File: config.mk
export PLATFORM = sky130hd
export DESIGN_NAME = pc_hazard_ctrl
export DESIGN_NICKNAME = d
export VERILOG_FILES = /design/src/rtl/pc_hazard_ctrl.sv
export SDC_FILE = /design/constraint.sdc
export NUM_CORES = 1
export LEC_CHECK = 0
export CORE_MARGIN = 1.5
export CORE_UTILIZATION = 45
export DETAILED_ROUTE_END_ITERATION = 6
export PLACE_DENSITY = 0.88
export REMOVE_ABC_BUFFERS = 1
export SLEW_MARGIN = 20
export SYNTH_ARGS = -nofsm -noshare
export SYNTH_HDL_FRONTEND = slang
export SYNTH_SLANG_ARGS = --single-unit
File: constraint.sdc
create_clock -name clk -period 2.4 [get_ports clk]
set_input_delay 0.48 -clock clk [delete_from_list [all_inputs] [get_ports clk]]
set_output_delay 0.48 -clock clk [all_outputs]
set_load 0.02 [all_outputs]
File: src/rtl/pc_hazard_ctrl.sv
// ---------------------------------------------------------------------------
// pc_hazard_ctrl
//
// Sequencing controller for the PC register and the IF/ID and ID/EX pipeline
// registers of a 5-stage MIPS pipeline.  Every cycle it chooses between
// PC+4, the ID-stage redirect target, or holding the PC.  It also raises the
// IF/ID write/flush, ID/EX bubble and whole-pipe hold controls from decoded
// hazards and the instruction/data memory ready handshakes.  It keeps
// saturating stall and redirect statistics.
//
// Control outputs are a combinational decode of the FSM state plus inputs, so
// a stall acts in the same cycle the hazard is seen.
//
// Optional feature: define PC_HAZARD_WDOG_EN to add wdog_err, a sticky flag
// raised after WDOG_LIMIT consecutive cycles spent in IWAIT/DWAIT.
//
// Ports:
//   clk, rst            clock, asynchronous active-low reset
//   id_rs, id_rt        source register fields of the ID instruction
//   id_branch, id_jump  ID instruction is a branch / jump
//   branch_taken        ID branch comparison result
//   ex_memread, ex_regwrite, ex_rd   EX stage load / reg write / destination
//   mem_memread, mem_rd              MEM stage load / destination
//   imem_ready          instruction fetch for current PC complete
//   mem_req, dmem_ready MEM stage data access and its completion
//   pc_write, pc_sel    PC enable; 1 = PC+4, 0 = redirect target
//   ifid_write, ifid_flush, idex_bubble, pipe_hold   pipeline controls
//   imem_abort          one-cycle cancel of the outstanding fetch
//   stall_cycles        saturating count of cycles with pc_write=0
//   redirect_cnt        saturating count of redirects taken
//   wdog_err            (PC_HAZARD_WDOG_EN only) sticky wait watchdog
// ---------------------------------------------------------------------------
module pc_hazard_ctrl #(
  parameter int CNT_W      = 16,
  parameter int WDOG_LIMIT = 255
) (
  input  logic             rst,
  input  logic             clk,
  input  logic [4:0]       id_rs,
  input  logic [4:0]       id_rt,
  input  logic             id_branch,
  input  logic             id_jump,
  input  logic             branch_taken,
  input  logic             ex_memread,
  input  logic             ex_regwrite,
  input  logic [4:0]       ex_rd,
  input  logic             mem_memread,
  input  logic [4:0]       mem_rd,
  input  logic             imem_ready,
  input  logic             mem_req,
  input  logic             dmem_ready,
  output logic             pc_write,
  output logic             pc_sel,
  output logic             ifid_write,
  output logic             ifid_flush,
  output logic             idex_bubble,
  output logic             pipe_hold,
  output logic             imem_abort,
`ifdef PC_HAZARD_WDOG_EN
  output logic             wdog_err,
`endif
  output logic [CNT_W-1:0] stall_cycles,
  output logic [CNT_W-1:0] redirect_cnt
);

  typedef enum logic [1:0] {RUN, IWAIT, DWAIT} state_t;

  state_t state, state_nx;
  logic   lu, bh, redir, redir_go;
  logic   ex_match, mem_match;

  // Register 0 is hardwired, so a destination of 0 never creates a hazard.
  assign ex_match  = (ex_rd != 5'd0) && ((ex_rd == id_rs) || (ex_rd == id_rt));
  assign mem_match = (mem_rd != 5'd0) && ((mem_rd == id_rs) || (mem_rd == id_rt));

  assign lu = ex_memread && ex_match;

  // A branch compares in ID, so it needs its operands from EX (any writer)
  // and from MEM when that is a load still in flight.
  assign bh = id_branch && ((ex_regwrite && ex_match) || (mem_memread && mem_match));

  // A redirect whose branch operands are not yet available must wait.
  assign redir = (id_jump || (id_branch && branch_taken)) && !bh;

  always_comb begin
    pc_write    = 1'b1;
    pc_sel      = 1'b1;
    ifid_write  = 1'b1;
    ifid_flush  = 1'b0;
    idex_bubble = 1'b0;
    pipe_hold   = 1'b0;
    imem_abort  = 1'b0;
    redir_go    = 1'b0;
    state_nx    = state;
    if (!rst) begin
      pc_write   = 1'b0;
      ifid_write = 1'b0;
      state_nx   = RUN;
    end else if ((state == DWAIT || mem_req) && !dmem_ready) begin
      // Data miss freezes everything; no redirect is acted on meanwhile.
      pipe_hold  = 1'b1;
      pc_write   = 1'b0;
      ifid_write = 1'b0;
      state_nx   = DWAIT;
    end else if (lu || bh) begin
      pc_write    = 1'b0;
      ifid_write  = 1'b0;
      idex_bubble = 1'b1;
      state_nx    = (state == IWAIT && !imem_ready) ? IWAIT : RUN;
    end else if (redir) begin
      // A fetch still outstanding for the wrong path must be cancelled.
      pc_sel     = 1'b0;
      ifid_flush = 1'b1;
      imem_abort = !imem_ready || (state == IWAIT);
      redir_go   = 1'b1;
      state_nx   = RUN;
    end else if (!imem_ready) begin
      pc_write   = 1'b0;
      ifid_flush = 1'b1;
      state_nx   = IWAIT;
    end else begin
      state_nx = RUN;
    end
  end

  // FSM and saturating statistics.
  always_ff @(posedge clk or negedge rst) begin
    if (!rst) begin
      state        <= RUN;
      stall_cycles <= '0;
      redirect_cnt <= '0;
    end else begin
      state <= state_nx;
      if (!pc_write && stall_cycles != '1)
        stall_cycles <= stall_cycles + CNT_W'(1);
      if (redir_go && redirect_cnt != '1)
        redirect_cnt <= redirect_cnt + CNT_W'(1);
    end
  end

`ifdef PC_HAZARD_WDOG_EN
  localparam int WD_W = $clog2(WDOG_LIMIT + 1);

  logic [WD_W-1:0] wd_cnt;

  // Counts consecutive wait-state cycles; the error is sticky until reset.
  always_ff @(posedge clk or negedge rst) begin
    if (!rst) begin
      wd_cnt   <= '0;
      wdog_err <= 1'b0;
    end else if (state == RUN) begin
      wd_cnt <= '0;
    end else begin
      if (wd_cnt != WD_W'(WDOG_LIMIT))
        wd_cnt <= wd_cnt + WD_W'(1);
      if (wd_cnt == WD_W'(WDOG_LIMIT - 1))
        wdog_err <= 1'b1;
    end
  end
`else
  // Keeps the limit parameter referenced when the watchdog is compiled out.
  logic unused_wdog_limit;
  assign unused_wdog_limit = (WDOG_LIMIT != 0);
`endif

endmodule

After elaboration in Yosys (flattened, before gate mapping)
Index checks and enable logic that the tools add are counted.
Word-level totals
  flip-flop bits (word level): 34
Cells by class
  add/subtract/negate cells: 2
  equality and inequality tests: 8
  multiplexer cells: 36
  reductions and logical operators: 25
Operators by type and width (number)
  $mux W1: 34
  $add A16 B1 Y16 const B: 2
  $ne A16 B16 Y1 const B: 2
  $eq A5 B5 Y1: 4
  $logic_and A1 B1 Y1: 12
  $reduce_bool A5 Y1: 2
  $logic_or A1 B1 Y1: 7
  $logic_not A1 Y1: 4
  $mux W2: 2
  $eq A2 B1 Y1 const B: 1
  $eq A2 B2 Y1 const B: 1

Longest topological paths before layout
  depth after elaboration: 14
  gate-level depth with buffers: 9
  mapped depth without buffers: 8

Worst setup path before layout
Ideal clock, no wire load.
  path type: input -> output
  from: input port mem_rd[0]
  to: output port imem_abort
  data arrival time: 1983 ps
  required time: 1920 ps
  setup slack: -63 ps
  stages on the path: 5
  buffers on the path: 0
  path through: or3_1 -> o311a_4 -> a32oi_4 -> nand3_4 -> nor2_1
On the way
  word-level cells in the longest chain between the ends: 12
  elaborated cells on any way between the ends: 15
  classes of those cells: eq/ne: 2; mux: 4; reduce/logical: 9
Ends and longest elaborated chain
  start: declaration: line 48  | input logic [4:0] mem_rd,
  $eq A5 B5 Y1: line 74  | assign mem_match = (mem_rd != 5'd0) && ((mem_rd == id_rs) || (mem_rd == id_rt));
  $logic_or A1 B1 Y1: line 74
  $logic_and A1 B1 Y1 *: line 74
  $logic_and A1 B1 Y1 *: line 80  | assign bh = id_branch && ((ex_regwrite && ex_match) || (mem_memread && mem_match));
  $logic_or A1 B1 Y1 *: line 80
  $logic_and A1 B1 Y1 *: line 80
  $logic_not A1 Y1: line 83  | assign redir = (id_jump || (id_branch && branch_taken)) && !bh;
  $logic_and A1 B1 Y1: line 83
  $mux W1: line 110  | end else if (redir) begin
  $mux W1 *: line 105  | end else if (lu || bh) begin
  $mux W1 *: line 99  | end else if ((state == DWAIT || mem_req) && !dmem_ready) begin
  $mux W1 *: line 95  | if (!rst) begin
  end: declaration: line 58  | output logic imem_abort,
Every way passes the cells marked *; elsewhere a longest branch is shown, timed or not.

Final worst setup path
Same ends and word-level chain as after synthesis.

==> impl_metrics.py <==
metrics = {
    "layout": {
        "syn_to_final_growth_pct": 60.37,
        "reg_area_um2": 850.8,
        "final_core_util_pct": 74.66,
        "layout.filler_cells": 290,
        "antenna-diode-count": 0,
        "layout-drive-gt1-share_pct": 28.84,
        "multi_input_comb_area_um2": 1224,
        "nets": 351,
        "final_cells": 371,
        "post-route-cell-area_um2": 3251,
    },
    "global_route": {
        "antenna_found_initial": 0,
        "first_global_vias": 1979,
        "globalRoute.totalOverflow": 0,
        "grt_start_max_net_pins": 17,
        "wire_length_of_the_first_global_routing_pass_um": 9701,
        "globalRouteTotalUtil_pct": 25.05,
    },
    "clocking": {
        "cts.sink_count": 34,
        "cts_root_buf": "sky130_fd_sc_hd__clkbuf_8",
        "cts-buffers-inserted": 5,
        "htree_num_levels": 2,
        "clock_latency_ps": 290,
        "clock_slew_at_reported_path_ffs_ps": 70,
        "cts_tree": "built",
        "clockBufferDepth": 2,
    },
    "logic_synthesis": {
        "netlist_top_cells_area": "sky130_fd_sc_hd__dfrtp_1 (42%), sky130_fd_sc_hd__xor2_1 (11%), sky130_fd_sc_hd__xnor2_1 (9.9%)",
        "synthArstFlopShare_pct": 100.0,
        "synth.yosys.warnings": 0,
        "synth.yosys.seq_area_share_pct": 41.98,
        "synth-edff-count": 0,
        "netlist_instances": 205,
        "synth_flop_type": "sky130_fd_sc_hd__dfrtp_1",
        "synth.cell_area_um2": 2027,
        "synth.lib_cells_used.distinct": 39,
        "yosys_register_bits": 34,
        "netlist.top_cell.by_area": "sky130_fd_sc_hd__dfrtp_1",
        "synth_top_area_share_pct": 41.98,
        "postSynthAreaPerCell_um2": 9.888,
    },
    "placement": {
        "numPortBuffers": 69,
        "detailedPlacementHpwl_um": 4040,
        "pre_cts_ws_ps": -860.4,
        "placed_area_um2": 3035,
        "place.gp.congestion": 0.9450,
        "dp.cells": 355,
    },
    "detailed_routing": {
        "route.final.wire_length_um": 6022,
        "drt_first_iter_violations": 90,
        "drt-vias-per-instance": 5.305,
        "route.antenna.remaining_nets": 0,
        "wire_per_inst_um": 16.23,
        "drt_first_pass_iters": 4,
        "route.detailed.drc": 0,
        "vias_after_detailed_routing": 1968,
    },
    "floorplan": {
        "die_width_um": 70.12,
        "top_level_ports": 70,
        "die_area_um2": 4916,
        "floorplan.initialDensity_pct": 46.55,
        "design.core.area_um2": 4354,
        "die_height_um": 70.12,
        "num_rows": 24,
    },
    "timing": {
        "worstMarginPinSlew_ps": 490.1,
        "setup_violations": 5,
        "unrepaired_setup_endpoints_after_global_routing": "true",
        "final_count_of_pins_violating_max_slew": 0,
        "final_critical_path_setup_slack_ps": -76.63,
        "min_period_over_period_pct": 103.2,
        "slew-limit-headroom_pct": 67.03,
        "skew_ps": 10.02,
        "min_period_ps": 2477,
        "report.final.hold_viol_count": 0,
        "timing.fmax_mhz": 403.8,
    },
    "critical_path": {
        "worst-setup-path-type": "input pin to output pin",
        "cp_max_fanout": 3,
        "cp-start-kind": "input pin",
        "cp-end-kind": "output pin",
        "critPathArrivalTime_ps": 2000,
        "cp.required_ps": 1920,
    },
    "worst_hold_path": {
        "hold_class": "flop to flop",
    },
    "power_and_ir_drop": {
        "power_per_cell_area_nw_per_um2": 679.3,
        "power.ir.vdd_worst_v": 0.0007401,
        "p_leak_nw": 1.459,
        "total_power_mw": 2.208,
    },
    "status": {
        "violations": "setup timing",
        "outcome": "finished, violations left",
    },
    "flow_run": {
        "total_of_max_cap_violations": 0,
    },
}
cell usage after synthesis, types with 2 or more instances:
| library cell | instances |
|---|---|
| sky130_fd_sc_hd__nor4_1 | 2 |
| sky130_fd_sc_hd__or3_1 | 3 |
| sky130_fd_sc_hd__clkbuf_1 | 2 |
| sky130_fd_sc_hd__nor2_1 | 16 |
| sky130_fd_sc_hd__ha_1 | 2 |
| sky130_fd_sc_hd__xor2_1 | 25 |
| sky130_fd_sc_hd__inv_1 | 8 |
| sky130_fd_sc_hd__nand2_1 | 17 |
| sky130_fd_sc_hd__nor2b_1 | 3 |
| sky130_fd_sc_hd__and4_1 | 2 |
| sky130_fd_sc_hd__nand4_1 | 3 |
| sky130_fd_sc_hd__nor4_2 | 2 |
| sky130_fd_sc_hd__a21oi_1 | 3 |
| sky130_fd_sc_hd__dfrtp_1 | 34 |
| sky130_fd_sc_hd__xnor2_1 | 23 |
| sky130_fd_sc_hd__mux2_2 | 2 |
| sky130_fd_sc_hd__nand3_1 | 18 |
| sky130_fd_sc_hd__nor3_1 | 19 |
registers in the layout (all words and copies together), names as in the netlist:
signal	count
redirect_cnt	16
state	2
stall_cycles	16
path summary, 6_finish.rpt:
check	slack [ps]	start	depth (start not counted)	end
worst min register to register	500	stall_cycles[12]	1	stall_cycles[12]
worst max-delay path	-80	mem_rd[0]	7	imem_abort
max in group asynchronous	1450	rst	3	redirect_cnt[12]
worst max register to register	190	redirect_cnt[0]	7	redirect_cnt[1]
worst min-delay path	500	stall_cycles[12]	1	stall_cycles[12]
min in group asynchronous	580	rst	2	redirect_cnt[4]
stage by stage:
stage,TNS [ps],hold WS (ps)
2_1_floorplan,-63.35,184.4
3_3_place_gp,-13690,476.1
3_5_place_dp,-15490,486.6
4_1_cts,-452.7,499.3
5_1_grt,-664.8,520.7
6_report,-285.1,504.5
per-layer routing:
layer,vias to the layer above,track usage (%),wire [um]
li1,939,-,-
met1,939,30.84,2520
met2,75,44.44,3037
met3,15,4.040,332
met4,0,8.547,132
met5,-,0,0
report_power, final:
part           internal [mW]  switching, mW
clock network          0.204          0.211
registers              0.700          0.150
logic                  0.485          0.457
total                   1.39          0.818
cell type report:
cell class              count  share of cell area, %
clock buffers               6                  2.232
well taps                  52                  2.002
multi-input cells         160                  37.64
repair buffers            109                  30.45
inverters                   8                  1.078
clock inverters             2                 0.4234
flip-flops and latches     34                  26.17
placed cells by master (no fill, tap or decap), drive strengths merged:
cell,n
nor3,19
o21bai,1
o21ai,3
clkinv,3
mux2i,1
a32oi,1
clkdlybuf4s50,42
o22a,1
xnor2,23
and4,2
or3,3
o32ai,1
dlygate4sd2,10
clkdlybuf4s15,2
buf,49
dfrtp,34
inv,7
nand4,3
a21o,2
nand2,19
o311a,1
nor2,16
a21oi,3
xor2,25
nand3,19
and2,1
a32o,1
or2,1
mux2,3
o22ai,1
nor2b,3
ha,2
clkbuf,12
nor4,4
and3,1
kinds of logic (layout without fill, tap and decap cells):
family	count (synthesis)	in the layout	share of synthesized area, %
multiplexers	4	4	2.160
adder cells (fa/ha/maj)	2	2	1.234
AO/OA/AOI/OAI	14	15	8.025
XOR/XNOR	48	48	20.74
buffers and inverters	12	125	2.469
AND/OR/NAND/NOR	91	91	23.40
flip-flops	34	34	41.98
worst max-delay path, cell delays in order:
cell and delay, ps:
sky130_fd_sc_hd__buf_6 100, sky130_fd_sc_hd__or3_4 380, sky130_fd_sc_hd__o311a_4 330, sky130_fd_sc_hd__a32oi_4 300, sky130_fd_sc_hd__nand3_4 130, sky130_fd_sc_hd__nor2_2 130, sky130_fd_sc_hd__buf_6 140
timing repair:
| item | CTS | global route |
|---|---|---|
| hold endpoints to repair | 0 | 0 |
| gates resized for setup | 84 | 22 |
| hold buffers | 0 | 0 |
| setup endpoints to repair | 26 | 21 |
| cloned | 0 | 1 |
| pin swaps | 16 | 13 |
| buffers inserted | 7 | 0 |
No activity file was read; power rests on OpenSTA's default activity.
